$ cat src/rtl/wbq_pkg.sv
// Shared definitions for the register-file writeback queue: default widths,
// the queued entry layout and the hard-wired zero register.
package wbq_pkg;

    localparam int DATA_W = 32;
    localparam int ADDR_W = 5;

    localparam logic [ADDR_W-1:0] REG_ZERO = '0;

    typedef struct packed {
        logic [ADDR_W-1:0] sel;
        logic [DATA_W-1:0] data;
    } wbq_entry_t;

endpackage

$ cat src/rtl/wbq_fifo.sv
// Generic circular buffer: one push and one pop per cycle, occupancy count,
// combinational head, and the raw storage exposed for associative searches.
module wbq_fifo #(
    parameter  int WIDTH = 37,
    parameter  int DEPTH = 4,
    localparam int PTR_W = $clog2(DEPTH),
    localparam int CNT_W = PTR_W + 1
) (
    input  logic                          clk,
    input  logic                          rst_n,
    input  logic                          push_i,
    input  logic [WIDTH-1:0]              push_data_i,
    input  logic                          pop_i,
    output logic [WIDTH-1:0]              head_o,
    output logic [CNT_W-1:0]              count_o,
    output logic                          empty_o,
    output logic                          full_o,
    output logic [PTR_W-1:0]              rd_ptr_o,
    output logic [DEPTH-1:0][WIDTH-1:0]   entries_o
);

    logic [DEPTH-1:0][WIDTH-1:0] mem_q;
    logic [PTR_W-1:0]            wr_ptr_q, wr_ptr_d;
    logic [PTR_W-1:0]            rd_ptr_q, rd_ptr_d;
    logic [CNT_W-1:0]            count_q, count_d;

    // NOTE: every combinational output gets a default before any branch, so no latch is inferred.
    always_comb begin
        wr_ptr_d = wr_ptr_q;
        rd_ptr_d = rd_ptr_q;
        count_d  = count_q;
        // Pointers are exactly PTR_W bits wide, so increment wraps modulo DEPTH.
        if (push_i) wr_ptr_d = wr_ptr_q + 1'b1;
        if (pop_i)  rd_ptr_d = rd_ptr_q + 1'b1;
        unique case ({push_i, pop_i})
            2'b10:   count_d = count_q + 1'b1;
            2'b01:   count_d = count_q - 1'b1;
            default: count_d = count_q;
        endcase
    end

    // NOTE: state registers use non-blocking assignments so all flops update together at the edge.
    always_ff @(posedge clk or negedge rst_n) begin
        if (!rst_n) begin
            wr_ptr_q <= '0;
            rd_ptr_q <= '0;
            count_q  <= '0;
        end else begin
            wr_ptr_q <= wr_ptr_d;
            rd_ptr_q <= rd_ptr_d;
            count_q  <= count_d;
        end
    end

    // NOTE: storage is not reset; validity is tracked by the pointers and count alone.
    always_ff @(posedge clk) begin
        if (push_i) mem_q[wr_ptr_q] <= push_data_i;
    end

    assign head_o    = mem_q[rd_ptr_q];
    assign count_o   = count_q;
    assign empty_o   = (count_q == '0);
    assign full_o    = (count_q == CNT_W'(DEPTH));
    assign rd_ptr_o  = rd_ptr_q;
    assign entries_o = mem_q;

endmodule

$ cat src/rtl/regfile_wb_queue.sv
// Writeback queue owning the register file write port: arbitrates ALU and load
// results (load has priority), drops writes to register 0, drains one per cycle.
// Optional queued-write forwarding ports are built when WBQ_FORWARD_EN is defined.
module regfile_wb_queue #(
    parameter  int DATA_W = 32,
    parameter  int ADDR_W = 5,
    parameter  int DEPTH  = 4,
    localparam int CNT_W  = $clog2(DEPTH) + 1
) (
    input  logic              clock,
    input  logic              reset,
    input  logic              alu_valid,
    input  logic [ADDR_W-1:0] alu_sel,
    input  logic [DATA_W-1:0] alu_data,
    output logic              alu_ready,
    input  logic              mem_valid,
    input  logic [ADDR_W-1:0] mem_sel,
    input  logic [DATA_W-1:0] mem_data,
    output logic              mem_ready,
    input  logic              wb_stall,
    output logic              wEn,
    output logic [ADDR_W-1:0] write_sel,
    output logic [DATA_W-1:0] write_data,
`ifdef WBQ_FORWARD_EN
    input  logic [ADDR_W-1:0] fwd_sel1,
    input  logic [ADDR_W-1:0] fwd_sel2,
    output logic              fwd_hit1,
    output logic              fwd_hit2,
    output logic [DATA_W-1:0] fwd_data1,
    output logic [DATA_W-1:0] fwd_data2,
`endif
    output logic [CNT_W-1:0]  pending
);

    import wbq_pkg::*;

    localparam int PTR_W = $clog2(DEPTH);

    // Parameterised twin of wbq_entry_t so non-default widths still work.
    typedef struct packed {
        logic [ADDR_W-1:0] sel;
        logic [DATA_W-1:0] data;
    } entry_t;

    localparam int ENTRY_W = $bits(entry_t);

    entry_t                      push_entry;
    entry_t                      head_entry;
    logic                        push, pop, grant, alu_win;
    logic                        empty, full;
    logic [CNT_W-1:0]            count;
    logic [PTR_W-1:0]            rd_ptr;
    logic [DEPTH-1:0][ENTRY_W-1:0] entries;

    assign pop   = !empty && !wb_stall;
    // Readies are held low while reset is asserted, not just after it clears.
    assign grant = reset && (!full || pop);

    assign alu_win   = alu_valid && !mem_valid;
    assign mem_ready = mem_valid && grant;
    assign alu_ready = alu_win && grant;

    assign push_entry = mem_valid ? {mem_sel, mem_data} : {alu_sel, alu_data};
    assign push       = (mem_ready || alu_ready) && (push_entry.sel != ADDR_W'(REG_ZERO));

    wbq_fifo #(
        .WIDTH (ENTRY_W),
        .DEPTH (DEPTH)
    ) u_fifo (
        .clk         (clock),
        .rst_n       (reset),
        .push_i      (push),
        .push_data_i (push_entry),
        .pop_i       (pop),
        .head_o      (head_entry),
        .count_o     (count),
        .empty_o     (empty),
        .full_o      (full),
        .rd_ptr_o    (rd_ptr),
        .entries_o   (entries)
    );

    assign wEn        = pop;
    assign write_sel  = empty ? '0 : head_entry.sel;
    assign write_data = empty ? '0 : head_entry.data;
    assign pending    = count;

`ifdef WBQ_FORWARD_EN
    // Walk oldest to youngest so the last match (the youngest) wins.
    always_comb begin
        logic [PTR_W-1:0] idx;
        entry_t           ent;
        idx       = '0;
        ent       = '0;
        fwd_hit1  = 1'b0;
        fwd_hit2  = 1'b0;
        fwd_data1 = '0;
        fwd_data2 = '0;
        for (int i = 0; i < DEPTH; i++) begin
            idx = rd_ptr + PTR_W'(i);
            ent = entries[idx];
            if (CNT_W'(i) < count) begin
                if (fwd_sel1 != ADDR_W'(REG_ZERO) && ent.sel == fwd_sel1) begin
                    fwd_hit1  = 1'b1;
                    fwd_data1 = ent.data;
                end
                if (fwd_sel2 != ADDR_W'(REG_ZERO) && ent.sel == fwd_sel2) begin
                    fwd_hit2  = 1'b1;
                    fwd_data2 = ent.data;
                end
            end
        end
    end
`else
    logic unused_fwd;
    assign unused_fwd = ^{rd_ptr, entries};
`endif

endmodule

$ cat config.mk
export PLATFORM = sky130hd
export DESIGN_NAME = regfile_wb_queue
export DESIGN_NICKNAME = d
export VERILOG_FILES = /design/src/rtl/wbq_pkg.sv /design/src/rtl/wbq_fifo.sv /design/src/rtl/regfile_wb_queue.sv
export SDC_FILE = /design/constraint.sdc
export NUM_CORES = 1
export LEC_CHECK = 0
export ABC_AREA = 1
export BUFFER_PORTS_ARGS = -buffer_cell sky130_fd_sc_hd__buf_2
export CELL_PAD_IN_SITES_DETAIL_PLACEMENT = 1
export CELL_PAD_IN_SITES_GLOBAL_PLACEMENT = 1
export CORE_ASPECT_RATIO = 2
export CORE_MARGIN = 3
export CORE_UTILIZATION = 40
export CTS_CLUSTER_SIZE = 16
export DETAILED_ROUTE_END_ITERATION = 12
export GPL_TIMING_DRIVEN = 0
export HOLD_SLACK_MARGIN = 0.03
export PLACE_DENSITY = 0.79
export RECOVER_POWER = 50
export SLEW_MARGIN = 20
export SYNTH_ARGS = -nofsm -noshare
export SYNTH_HDL_FRONTEND = slang
export SYNTH_HIERARCHICAL = 1
export SYNTH_SLANG_ARGS = --single-unit
$ cat constraint.sdc
create_clock -name clock -period 2.2 [get_ports clock]
set_input_delay 0.44 -clock clock [delete_from_list [all_inputs] [get_ports clock]]
set_output_delay 0.44 -clock clock [all_outputs]
set_load 0.02 [all_outputs]
==> metrics.yaml <==
worst_slack_ns: -0.102
clock-sinks: 155
finalSetupViolations: 24
worst_pin_slew_ns: 0.758
fillers: 1960
global_route.overflow_total: 0
row_count: 69
synth_cell_types: 21
dp_slack_ns: -0.808
syn_nets: 785
dr_wl_met2_um: 13300
num_vias: 5677
avgSynthCellArea_um2: 10.3
syn_area_um2: 7230
cts_root_buffer: "clkbuf_16"
detail-route-antenna-nets: 0
synthToLayoutAreaGrowth_pct: 32.1
num-nets-final: 961
routedLengthMet1_um: 7270
reg2reg_to: "u_fifo/count_o[2]$_DFFE_PN0P_"
ir_worst_vdd_mv: 0.854
cts_tree: "built"
highest-signal-layer: "met4"
worstHoldPathType: "input port to flip-flop"
first_pass_iters: 4
r2r-start: "u_fifo/count_o[2]$_DFFE_PN0P_"
placement.io_buffers: 121
grt_pass1_vias: 6018
skew_ns: 0.0124
clockBufferDepth: 2
finalCritPeriodShare_pct: 105
cp_max_fo: 10
clk_latency_ns: 0.42
antennaDiodeCount: 0
antenna_found_initial: 0
yosysWarnings: 6
synth_top_area_cell: "edfxtp_1"
rsz0062_at_grt: "true"
run_status: "finished, violations left"
synthCells: 700
core_area_um2: 17800
whs_path_depth: 3
pin_count: 122
hold_viol_final: 0
drive_gt1_share_pct: 32.4
hp-start: "alu_data[30]"
cap_violations: 0
ys_seq_area_share_pct: 63.9
ys_ff_latch: 155
maxSlewHeadroom_pct: 49.5
max_freq_ghz: 0.434
critical_path_class: "flip-flop to output pin"
fp.dieH_um: 196
final_common_cell: "nand2_1"
grt_max_degree: 20
grt_usage_pct: 22.1
powerDensity_nw_per_um2: 1450
critPathCaptureType: "output pin"
p_leak_nw: 4.30
min_to: "u_fifo/entries_o[67]$_DFFE_PP_"
fp.dieW_um: 101
synth_top_area_share_pct: 61.5
initialDrtViolationCount: 263
wl_per_cell_um: 20.3
hpwl_um: 13400
reg2reg_slack_ns: 0.06
die-area_um2: 19800
layout_min_cycle_time_ns: 2.30
maxSlewViolCount: 0
crit_path_start_kind: "flip-flop"
grt_pass1_wl_um: 32200
remaining_drc_errors: 0
post-route-util_pct: 53.7
synth_area_leaders: "edfxtp_1, nand2_1, inv_1, o211ai_1, dfrtp_1"
violations: "negative setup slack"
final_cell_mix: "nand2_1, edfxtp_1, inv_1"
globalplace.congestion: 0.723
numCtsBuffers: 17
h-tree-depth: 4
clk_pin_slew_worst_paths_ns: 0.06
via_per_inst: 5.15
startpoint: "u_fifo/rd_ptr_o[0]$_DFFE_PN0P_"
start_util_pct: 40.7
wirelength_um: 22400
reg2reg_depth: 13
dr_wl_met3_um: 1180
arrival_ns: 1.86
worstPathRequired_ns: 1.76
==> registers in the layout, summed over array words and instances (netlist names) <==
register	cells
u_fifo/count_o	3
u_fifo/entries_o	148
u_fifo/rd_ptr_o	2
u_fifo/wr_ptr_q	2
==> cells by family after synthesis <==
kind of cell / count (synthesis) / share of synthesized area, %
flip-flops: 155 / 63.9
AND/OR/NAND/NOR: 279 / 14.6
buffers and inverters: 176 / 11.0
AO/OA/AOI/OAI: 80 / 8.96
XOR/XNOR: 4 / 0.485
adder cells (fa/ha/maj): 6 / 1.14
==> layout make-up <==
class	count	area [um^2]	area share, %
timing repair inverter	4	30.0	0.314
tap	213	267	2.79
inverter	139	537	5.62
buffer	37	434	4.55
multi-input combinational	369	1990	20.8
sequential	155	4620	48.4
clock buffer	19	433	4.53
timing repair buffer	153	1120	11.7
clock inverter	13	119	1.24
==> worst max-delay path by stage <==
stage                                       to  slack [ns]  cells past startpoint
3_5_place_dp   u_fifo/entries_o[130]$_DFFE_PP_       -0.81                     10
4_1_cts                         write_data[10]       -0.04                      9
5_1_grt                         write_data[11]       -0.17                      8
2_1_floorplan    u_fifo/count_o[1]$_DFFE_PN0P_        0.01                     10
3_3_place_gp   u_fifo/entries_o[129]$_DFFE_PP_       -0.75                     10
6_report                        write_data[11]       -0.10                      8
==> metrics by stage <==
stage / cell area, um^2 / hold slack (ns) / TNS (ns) / std cells / power, mW
3_3_place_gp: 8130 / 0.309 / -110.27 / 1034 / 9.11
6_report: 9550 / 0.365 / -0.902 / 1102 / 13.8
2_1_floorplan: 7250 / 0.144 / 0 / 700 / 7.45
4_1_cts: 9220 / 0.348 / -0.468 / 1095 / 13.0
5_1_grt: 9550 / 0.380 / -3.62 / 1102 / 14.5
3_5_place_dp: 8130 / 0.315 / -117.97 / 1034 / 9.28
==> worst max-delay path: stages (launching register included) <==
cell	delay, ns
dfrtp_1	0.39
buf_6	0.15
clkbuf_16	0.16
buf_6	0.15
o211ai_1	0.22
nand2_1	0.11
inv_1	0.09
nor2_2	0.04
buf_6	0.13
==> synthesized netlist by cell type (all sizes together) <==
master / instances
xor2: 3
clkbuf: 2
ha: 5
nand2: 232
o21ai: 5
inv: 139
nor3: 2
edfxtp: 148
nand4: 1
buf: 35
dfrtp: 7
o211ai: 75
xnor2: 1
nand3: 2
fa: 1
nor2: 42
==> timing repair <==
item	in CTS	in global routing
pin swaps	26	51
endpoints found under the setup margin	190	40
hold buffers	1	0
cloned	4	4
setup buffers	24	3
endpoints found under the hold margin	7	0
resized for setup	89	75
==> power by group <==
group	switching, mW	internal, mW
Sequential	0.182	3.79
Clock	1.15	1.56
Combinational	4.20	2.93
Total	5.54	8.28
==> layer usage <==
metal | vias up | track usage, %
met1 | 2808 | 21.8
met3 | 41 | 4.06
met5 | - | 0
li1 | 2616 | -
met4 | 0 | 9.57
met2 | 212 | 43.0
Power figures use the tool's default switching activity.
